**src/rtl/cel.sv**
```systemverilog
// ============================================================================
// cel: 4-input LUT logic cell with optional output register and track routing
// Revision: 1.0
// ============================================================================
`default_nettype none

module cel (
    input  logic        clk,
    input  logic        rst_n,
    input  logic [30:0] ctr,
    input  logic [1:0]  cbi,
    input  logic [5:0]  sbi,
    output logic [1:0]  cbo,
    output logic [5:0]  sbo
);

    logic [7:0]  w_pool;
    logic [15:0] w_truth;
    logic [3:0]  w_idx;
    logic        w_lut;
    logic        w_cell;
    logic        q_d;
    logic        q_q;

    // Source code s maps straight to pool bit s: 0,1 are cbi, 2..7 are sbi[s-2].
    assign w_pool  = {sbi, cbi};
    assign w_truth = ctr[15:0];

    assign w_idx = {w_pool[ctr[28:26]],
                    w_pool[ctr[25:23]],
                    w_pool[ctr[22:20]],
                    w_pool[ctr[19:17]]};

    assign w_lut = w_truth[w_idx];
    assign q_d   = w_lut;

    always_ff @(posedge clk or negedge rst_n) begin
        if (!rst_n) begin
            q_q <= 1'b0;
        end else begin
            q_q <= q_d;
        end
    end

    assign w_cell = ctr[16] ? q_q : w_lut;
    assign cbo    = {q_q, w_cell};

    always_comb begin
        sbo = sbi;
        case (ctr[30:29])
            2'b01: begin
                sbo[0] = w_cell;
                sbo[3] = w_cell;
            end
            2'b10: begin
                sbo[1] = w_cell;
                sbo[4] = w_cell;
            end
            2'b11: begin
                sbo[2] = w_cell;
                sbo[5] = w_cell;
            end
            default: begin
                sbo = sbi;
            end
        endcase
    end

endmodule

`default_nettype wire

```
**config.mk**
```make
export PLATFORM = sky130hd
export DESIGN_NAME = cel
export DESIGN_NICKNAME = d
export VERILOG_FILES = /design/src/rtl/cel.sv
export SDC_FILE = /design/constraint.sdc
export NUM_CORES = 1
export LEC_CHECK = 0
export ABC_AREA = 1
export BUFFER_PORTS_ARGS = -buffer_cell sky130_fd_sc_hd__buf_4
export CORE_MARGIN = 8
export CORE_UTILIZATION = 45
export CTS_BUF_LIST = sky130_fd_sc_hd__clkbuf_8 sky130_fd_sc_hd__clkbuf_16
export CTS_CLUSTER_DIAMETER = 100
export DETAILED_ROUTE_END_ITERATION = 8
export PLACE_DENSITY = 0.89
export SETUP_SLACK_MARGIN = 0.02
export SYNTH_ARGS = -nofsm -noshare
export SYNTH_HDL_FRONTEND = slang
export SYNTH_SLANG_ARGS = --single-unit
```
**constraint.sdc**
```tcl
create_clock -name clk -period 4.4 [get_ports clk]
set_input_delay 1.32 -clock clk [delete_from_list [all_inputs] [get_ports clk]]
set_output_delay 1.32 -clock clk [all_outputs]
set_load 0.005 [all_outputs]
```
==> summary.txt, run 1 <==
Synth
  • Mean instance size in the synthesized netlist: approximately 5.4 sq um
  • Arithmetic-cell share of the synthesized area counting full adders, half adders and majority gates: 0
  • Synthesized instance count: 140
  • Fraction of synthesized area in multiplexers: 0
  • Simple-gate share of the synthesized area: 0.655
  • Yosys warns: 0
  • Synthesized cell area: approximately 760 sq um
  • Compound-Gate Fraction of Synth Area: 0.164
  • Net Count, Synth: approximately 180
  • Flip-flop and latch count after synthesis: 1
  • Library cells used by synthesis: 19
  • Xor-xnor portion of the synthesized cell area: 0
  • Dominant combinational cell family by area after synthesis: simple AND/OR/NAND/NOR gates
  • Sequential share of the synthesized area: 0.0331

Final layout
  • Ant. Diodes: 0
  • Number of filler cells placed in the layout: 142
  • Flip-flop count of the largest register after layout: 1
  • Area of the multi-input gates: about 620 sq um
  • Count of nets after finishing: about 230
  • Post-route design area: roughly 1100 sq um
  • Area added between synthesis and finish: 48.4%
  • Top library cells by usage in the layout, fill and taps aside: 49 x sky130_fd_sc_hd__nand2_1, 48 x sky130_fd_sc_hd__buf_4, 17 x sky130_fd_sc_hd__inv_1, 14 x sky130_fd_sc_hd__nand3_1, 12 x sky130_fd_sc_hd__o21ai_0
  • Register with the most flip-flops: q_q
  • Layout cells sized above 1: 0.398
  • Biggest regs: q_q: 1 flops
  • Sequential cell area: between 20 and 30 sq um
  • Most common cell after layout, fill and taps aside: sky130_fd_sc_hd__nand2_1

Drt
  • Routed WL per cell: ~13 um
  • DR pass1 iterations: 4
  • Remaining design rule violation count: 0
  • Via-to-Cell Ratio: 5.15
  • Detailed-route via count: 1,046
  • Number of DRC violations after detailed-routing iteration 0: 24
  • WL final: ~2.5 mm
  • Antenna violation net count after detailed routing: 0

Floorplanning
  • Initial Util: 0.458
  • Vert. Die Dim: 57.0 um
  • Count of pins on the block boundary: 49
  • Die Footprint: between 3000 and 4000 sq um
  • Placeable core region: about 1700 sq um
  • Die W: between 50 and 60 um
  • Count of standard-cell rows: 15

Status
  • Outcome: finished, final reports clean

Clocking
  • Hold bufs inserted after CTS: 0
  • Resize count post-CTS: 0
  • Clock-pin slew of the registers on the worst-case setup and hold paths: 0 ns
  • Post-CTS setup buffer count: 0

Timing
  • Slew Viols, Final: 0
  • Setup repair after global routing missed its margin: false
  • Relative slew slack: 0.748
  • Final worst slack: approximately 0.4 ns
  • Worst slew pin tran: about 0.38 ns
  • Clock period minus worst slack: around 4.0 ns
  • Highest clock rate: 0.250 GHz
  • Total setup violations reported at the end of the flow: 0
  • Count of endpoints failing hold in the final timing report: 0
  • Worst hold-check slack: between 1 and 1.5 ns
  • Sum of negative setup slack: 0 ns
  • Final critical-path share of the clock period: 0.909

Power and ir drop
  • Worst vdd ir: a little over 0.06 mV
  • Static Leakage: a little under 0.0007 uW
  • Cell area power density: around 130 nW/um^2

Place
  • Quantity of I/O buffers inserted on ports: 48
  • Final HPWL from detailed placement: about 2.3 mm
  • Routability Congestion: 0.968
  • Area after detailed placement: ~1100 sq um
  • DP Worst Slack: between 0.4 and 0.5 ns

Worst setup path
  • Category of the worst setup path launch point: input pin
  • Arrival time worst endpoint: ~2.7 ns
  • Critical Path Sink Type: primary output
  • CP Max Fanout: 8
  • CP Class: in -> out
  • Req. time, crit path: between 3 and 4 ns

GRT
  • First-pass GRT wire length: around 4.2 mm
  • Total congestion overflow: 0
  • Pin count of the biggest net entering global routing: 10
  • Combined global-route utilization of all metal layers: 0.145
  • Vias in the first global route: a little under 1,000
  • Initial antenna violation count: 0

Worst hold path
  • HP Class: in -> async

Flow run
  • Number of max-cap violations: 0
## path summary, 6_finish.rpt
kind	from	end	cells past startpoint	slack [ns]
setup / recovery	ctr[26]	cbo[0]	10	0.40
min in group clk	q_q$_DFF_PN0_	cbo[1]	1	1.75
max in group asynchronous	rst_n	q_q$_DFF_PN0_	1	3.22
hold / removal	rst_n	q_q$_DFF_PN0_	1	1.10
## final cells by class
cell class	count	share of cell area
flip-flops and latches	1	0.0223
multi-input cells	111	0.551
well taps	17	0.0189
repair buffers	48	0.321
inverters	26	0.0869
## where the power goes
group          internal (uW)  leakage (uW)  switching (uW)
Clock                      0             0               0
Sequential              11.6     0.0000120            1.11
Combinational           67.5      0.000660            69.7
Total                   79.1      0.000672            70.8
## cells by family after synthesis
group | Yosys count
flip-flops | 1
buffers and inverters | 28
AND/OR/NAND/NOR | 87
AO/OA/AOI/OAI | 24
## routing by layer
layer / vias up / track usage / share of wire
li1: 542 / - / -
met1: 465 / 0.170 / 0.38
met2: 39 / 0.274 / 0.54
met3: 0 / 0.0288 / 0.079
met4: 0 / 0.00336 / 0
met5: - / 0 / 0
## through the flow
stage,power (uW),std cells,util
floorplan,92.9,140,-
CTS,151,203,0.680
detailed placement,150,203,0.680
global placement,147,203,0.680
finish,150,203,0.680
global route,166,203,0.680
## worst max-delay path, stage by stage
cell and delay, ns:
sky130_fd_sc_hd__buf_4 0.14, sky130_fd_sc_hd__a21oi_1 0.12, sky130_fd_sc_hd__o21ai_0 0.10, sky130_fd_sc_hd__nand2_1 0.07
sky130_fd_sc_hd__nor2_1 0.04, sky130_fd_sc_hd__a31oi_1 0.31, sky130_fd_sc_hd__nand3b_4 0.23, sky130_fd_sc_hd__nand3_4 0.09
sky130_fd_sc_hd__and2_1 0.15, sky130_fd_sc_hd__buf_4 0.13
## synthesized netlist by cell type, drive strengths merged
cell type | n | area (sq um)
nor2 | 2 | 7.51
a31oi | 1 | 6.26
dfrtp | 1 | 25.0
nand3 | 26 | 213
and2 | 1 | 6.26
or2 | 1 | 6.26
a21oi | 10 | 50.1
inv | 26 | 97.6
a21o | 1 | 7.51
nand2 | 52 | 213
nand3b | 5 | 50.1
o21ai | 12 | 60.1
buf | 2 | 15.0
(Power assumes the default switching activity.)
==> run 2: changes to the inputs <==
--- a/config.mk
+++ b/config.mk
@@ -5,10 +5,9 @@
 export SDC_FILE = /design/constraint.sdc
 export NUM_CORES = 1
 export LEC_CHECK = 0
-export ABC_AREA = 1
 export BUFFER_PORTS_ARGS = -buffer_cell sky130_fd_sc_hd__buf_4
 export CORE_MARGIN = 8
-export CORE_UTILIZATION = 45
+export CORE_UTILIZATION = 41
 export CTS_BUF_LIST = sky130_fd_sc_hd__clkbuf_8 sky130_fd_sc_hd__clkbuf_16
 export CTS_CLUSTER_DIAMETER = 100
 export DETAILED_ROUTE_END_ITERATION = 8
==> summary.txt, run 2 <==
Timing
  • Slew Viols, Final: 0
  • Clock period minus worst slack: 4.78 ns
  • Final worst slack: -0.381 ns
  • Count of endpoints failing hold in the final timing report: 0
  • Relative slew slack: 0.797
  • Total setup violations reported at the end of the flow: 7
  • Highest clock rate: ~0.21 GHz
  • Worst hold-check slack: 1.11 ns
  • Setup repair after global routing missed its margin: true
  • Final critical-path share of the clock period: 1.09
  • Worst slew pin tran: a little under 0.3 ns

Synth
  • Area share of the leading cell type in the synthesized netlist: 0.308
  • Flip-flop and latch count after synthesis: 1
  • Fraction of registers with async set/reset: 1.00
  • Arithmetic-cell share of the synthesized area counting full adders, half adders and majority gates: 0
  • Commonest cells in the synthesized netlist: 11 x sky130_fd_sc_hd__mux2i_1, 9 x sky130_fd_sc_hd__nand2_1, 8 x sky130_fd_sc_hd__mux4_2
  • Simple-gate share of the synthesized area: 0.176
  • Main synth FF type: sky130_fd_sc_hd__dfrtp_1
  • Post-synth EDFFs: 0
  • Cell taking the most area after synthesis: sky130_fd_sc_hd__mux4_2
  • Library cells used by synthesis: 19
  • Dominant combinational cell family by area after synthesis: multiplexers
  • Xor-xnor portion of the synthesized cell area: 0
  • Synthesized instance count: just under 60
  • Most common cell in the synthesized netlist: sky130_fd_sc_hd__mux2i_1
  • Yosys warns: 0
  • Compound-Gate Fraction of Synth Area: 0.208
  • Mean instance size in the synthesized netlist: approximately 10 sq um
  • Sequential share of the synthesized area: 0.0428
  • Net Count, Synth: 100
  • Largest cells by area after synthesis: sky130_fd_sc_hd__mux4_2 31%, sky130_fd_sc_hd__mux2i_1 19%, sky130_fd_sc_hd__o31ai_1 7.7%
  • Fraction of synthesized area in multiplexers: 0.535
  • Synthesized cell area: a little under 600 sq um

Place
  • Routability Congestion: about 0.77
  • Quantity of I/O buffers inserted on ports: 48
  • DP Worst Slack: -0.339 ns
  • Area after detailed placement: 1070 sq um
  • Cells after DPL: roughly 130
  • Final HPWL from detailed placement: roughly 2.3 mm

Worst setup path
  • Req. time, crit path: 3.08 ns
  • Category of the worst setup path launch point: input pin
  • Cell family with most CP delay: multiplexers
  • CP Max Fanout: 8
  • Critical Path Sink Type: primary output
  • Slowest-stage cell, CP: sky130_fd_sc_hd__mux4_2
  • Critical path's largest stage delay: approximately 0.53 ns
  • Series of cell instances along the critical path: buf_8 -> mux4_2 -> mux2i_4 -> buf_12 -> mux2i_1 -> a22oi_2 -> a211oi_2 -> buf_6 -> o31ai_4 -> buf_4
  • Number of buffers and inverters on the critical path: 4
  • CP Class: in -> out
  • Arrival time worst endpoint: about 3.5 ns

GRT
  • Met1 usage: 0.228
  • First-pass GRT wire length: a little over 5 mm
  • Met3 track demand over resource: 0.0441
  • Combined global-route utilization of all metal layers: 0.238
  • Total congestion overflow: 0
  • Met2 Track Usage GR: 0.483
  • Initial antenna violation count: 0
  • Busiest layer in global routing: met2
  • Pin count of the biggest net entering global routing: 9
  • Vias in the first global route: a little over 1,000

Final layout
  • Biggest regs: q_q: 1 flops
  • Post-route design area: ~1300 sq um
  • Count of nets after finishing: around 170
  • Flip-flop count of the largest register after layout: 1
  • Ant. Diodes: 0
  • Area added between synthesis and finish: 117%
  • Top library cells by usage in the layout, fill and taps aside: 58 x sky130_fd_sc_hd__buf_4, 8 x sky130_fd_sc_hd__mux4_2, 8 x sky130_fd_sc_hd__mux2i_1, 8 x sky130_fd_sc_hd__nand2_1, 7 x sky130_fd_sc_hd__buf_6
  • Most common cell after layout, fill and taps aside: sky130_fd_sc_hd__buf_4
  • Layout cells sized above 1: 0.766
  • Register with the most flip-flops: q_q
  • Non-Filler Instances: between 100 and 150

Power and ir drop
  • Worst vdd ir: approximately 0.12 mV
  • Static Leakage: just under 0.0006 uW
  • Cell area power density: 174 nW/um^2

Drt
  • Via-to-Cell Ratio: 6.65
  • DR pass1 iterations: 4
  • Number of DRC violations after detailed-routing iteration 0: approximately 60
  • WL final: around 4.1 mm
  • Routed WL per cell: 29.3 um
  • Remaining design rule violation count: 0
  • Detailed-route via count: 925
  • Antenna violation net count after detailed routing: 0

Clocking
  • Clock-pin slew of the registers on the worst-case setup and hold paths: 0 ns

Floorplanning
  • Die Footprint: 2890 sq um
  • Initial Util: 0.443
  • Vert. Die Dim: approximately 54 um
  • Count of standard-cell rows: 13
  • Die W: approximately 54 um
  • Count of pins on the block boundary: a little under 50
  • Placeable core region: between 1000 and 1500 sq um

Status
  • Outcome: finished with violations
  • Violated checks: negative setup slack

Worst hold path
  • HP Class: in -> async

Flow run
  • Number of max-cap violations: 0
==> run 2: layout make-up <==
class | count | area, sq um
Fill cell | 27 | 50.0
Inverter | 2 | 7.51
Multi-Input combinational cell | 54 | 667
Sequential cell | 1 | 25.0
Tap cell | 15 | 18.8
Timing Repair Buffer | 67 | 549
==> run 2: worst max path at each step <==
| stage | endpoint | cells past startpoint | start | slack, ns |
|---|---|---|---|---|
| after CTS | sbo[3] | 10 | ctr[17] | -0.23 |
| after floorplan | cbo[0] | 7 | ctr[17] | -0.005 |
| after global routing | sbo[4] | 10 | ctr[17] | -0.44 |
| after global placement | sbo[0] | 9 | sbi[5] | -0.26 |
| after detailed placement | sbo[3] | 9 | sbi[5] | -0.34 |
| final | sbo[3] | 10 | ctr[17] | -0.38 |
==> run 2: stage by stage <==
stage	utilization	total power, uW	setup TNS (ns)
after floorplan	-	87.3	-0.00503
after global placement	0.809	153	-1.69
after detailed placement	0.809	161	-2.24
after CTS	0.896	181	-1.53
after global routing	0.962	226	-2.96
final	0.962	220	-2.59
==> run 2: routing by layer <==
layer | routed length, um | part of all wire
met5 | 0 | 0
met4 | 272 | 0.067
met3 | 579 | 0.14
met2 | 1950 | 0.48
met1 | 1270 | 0.31
==> run 2: cells by family (layout without fill, tap and decap cells) <==
family | count (synthesis) | in the layout
AO/OA/AOI/OAI | 13 | 13
buffers and inverters | 4 | 69
flip-flops | 1 | 1
multiplexers | 20 | 20
AND/OR/NAND/NOR | 21 | 21
==> run 2: what timing repair did <==
| item | CTS | global route |
|---|---|---|
| hold buffers | 0 | 0 |
| pin swaps | 4 | 9 |
| gates resized for setup | 20 | 13 |
| setup endpoints to repair | 7 | 7 |
| buffers inserted | 3 | 2 |
==> run 2: power by group <==
group	leakage [uW]	total (uW)	switching, uW	internal (uW)
clock	0	0	0	0
combinational	0.000569	206	95.9	110
sequential	0.0000110	14.4	2.38	12.0
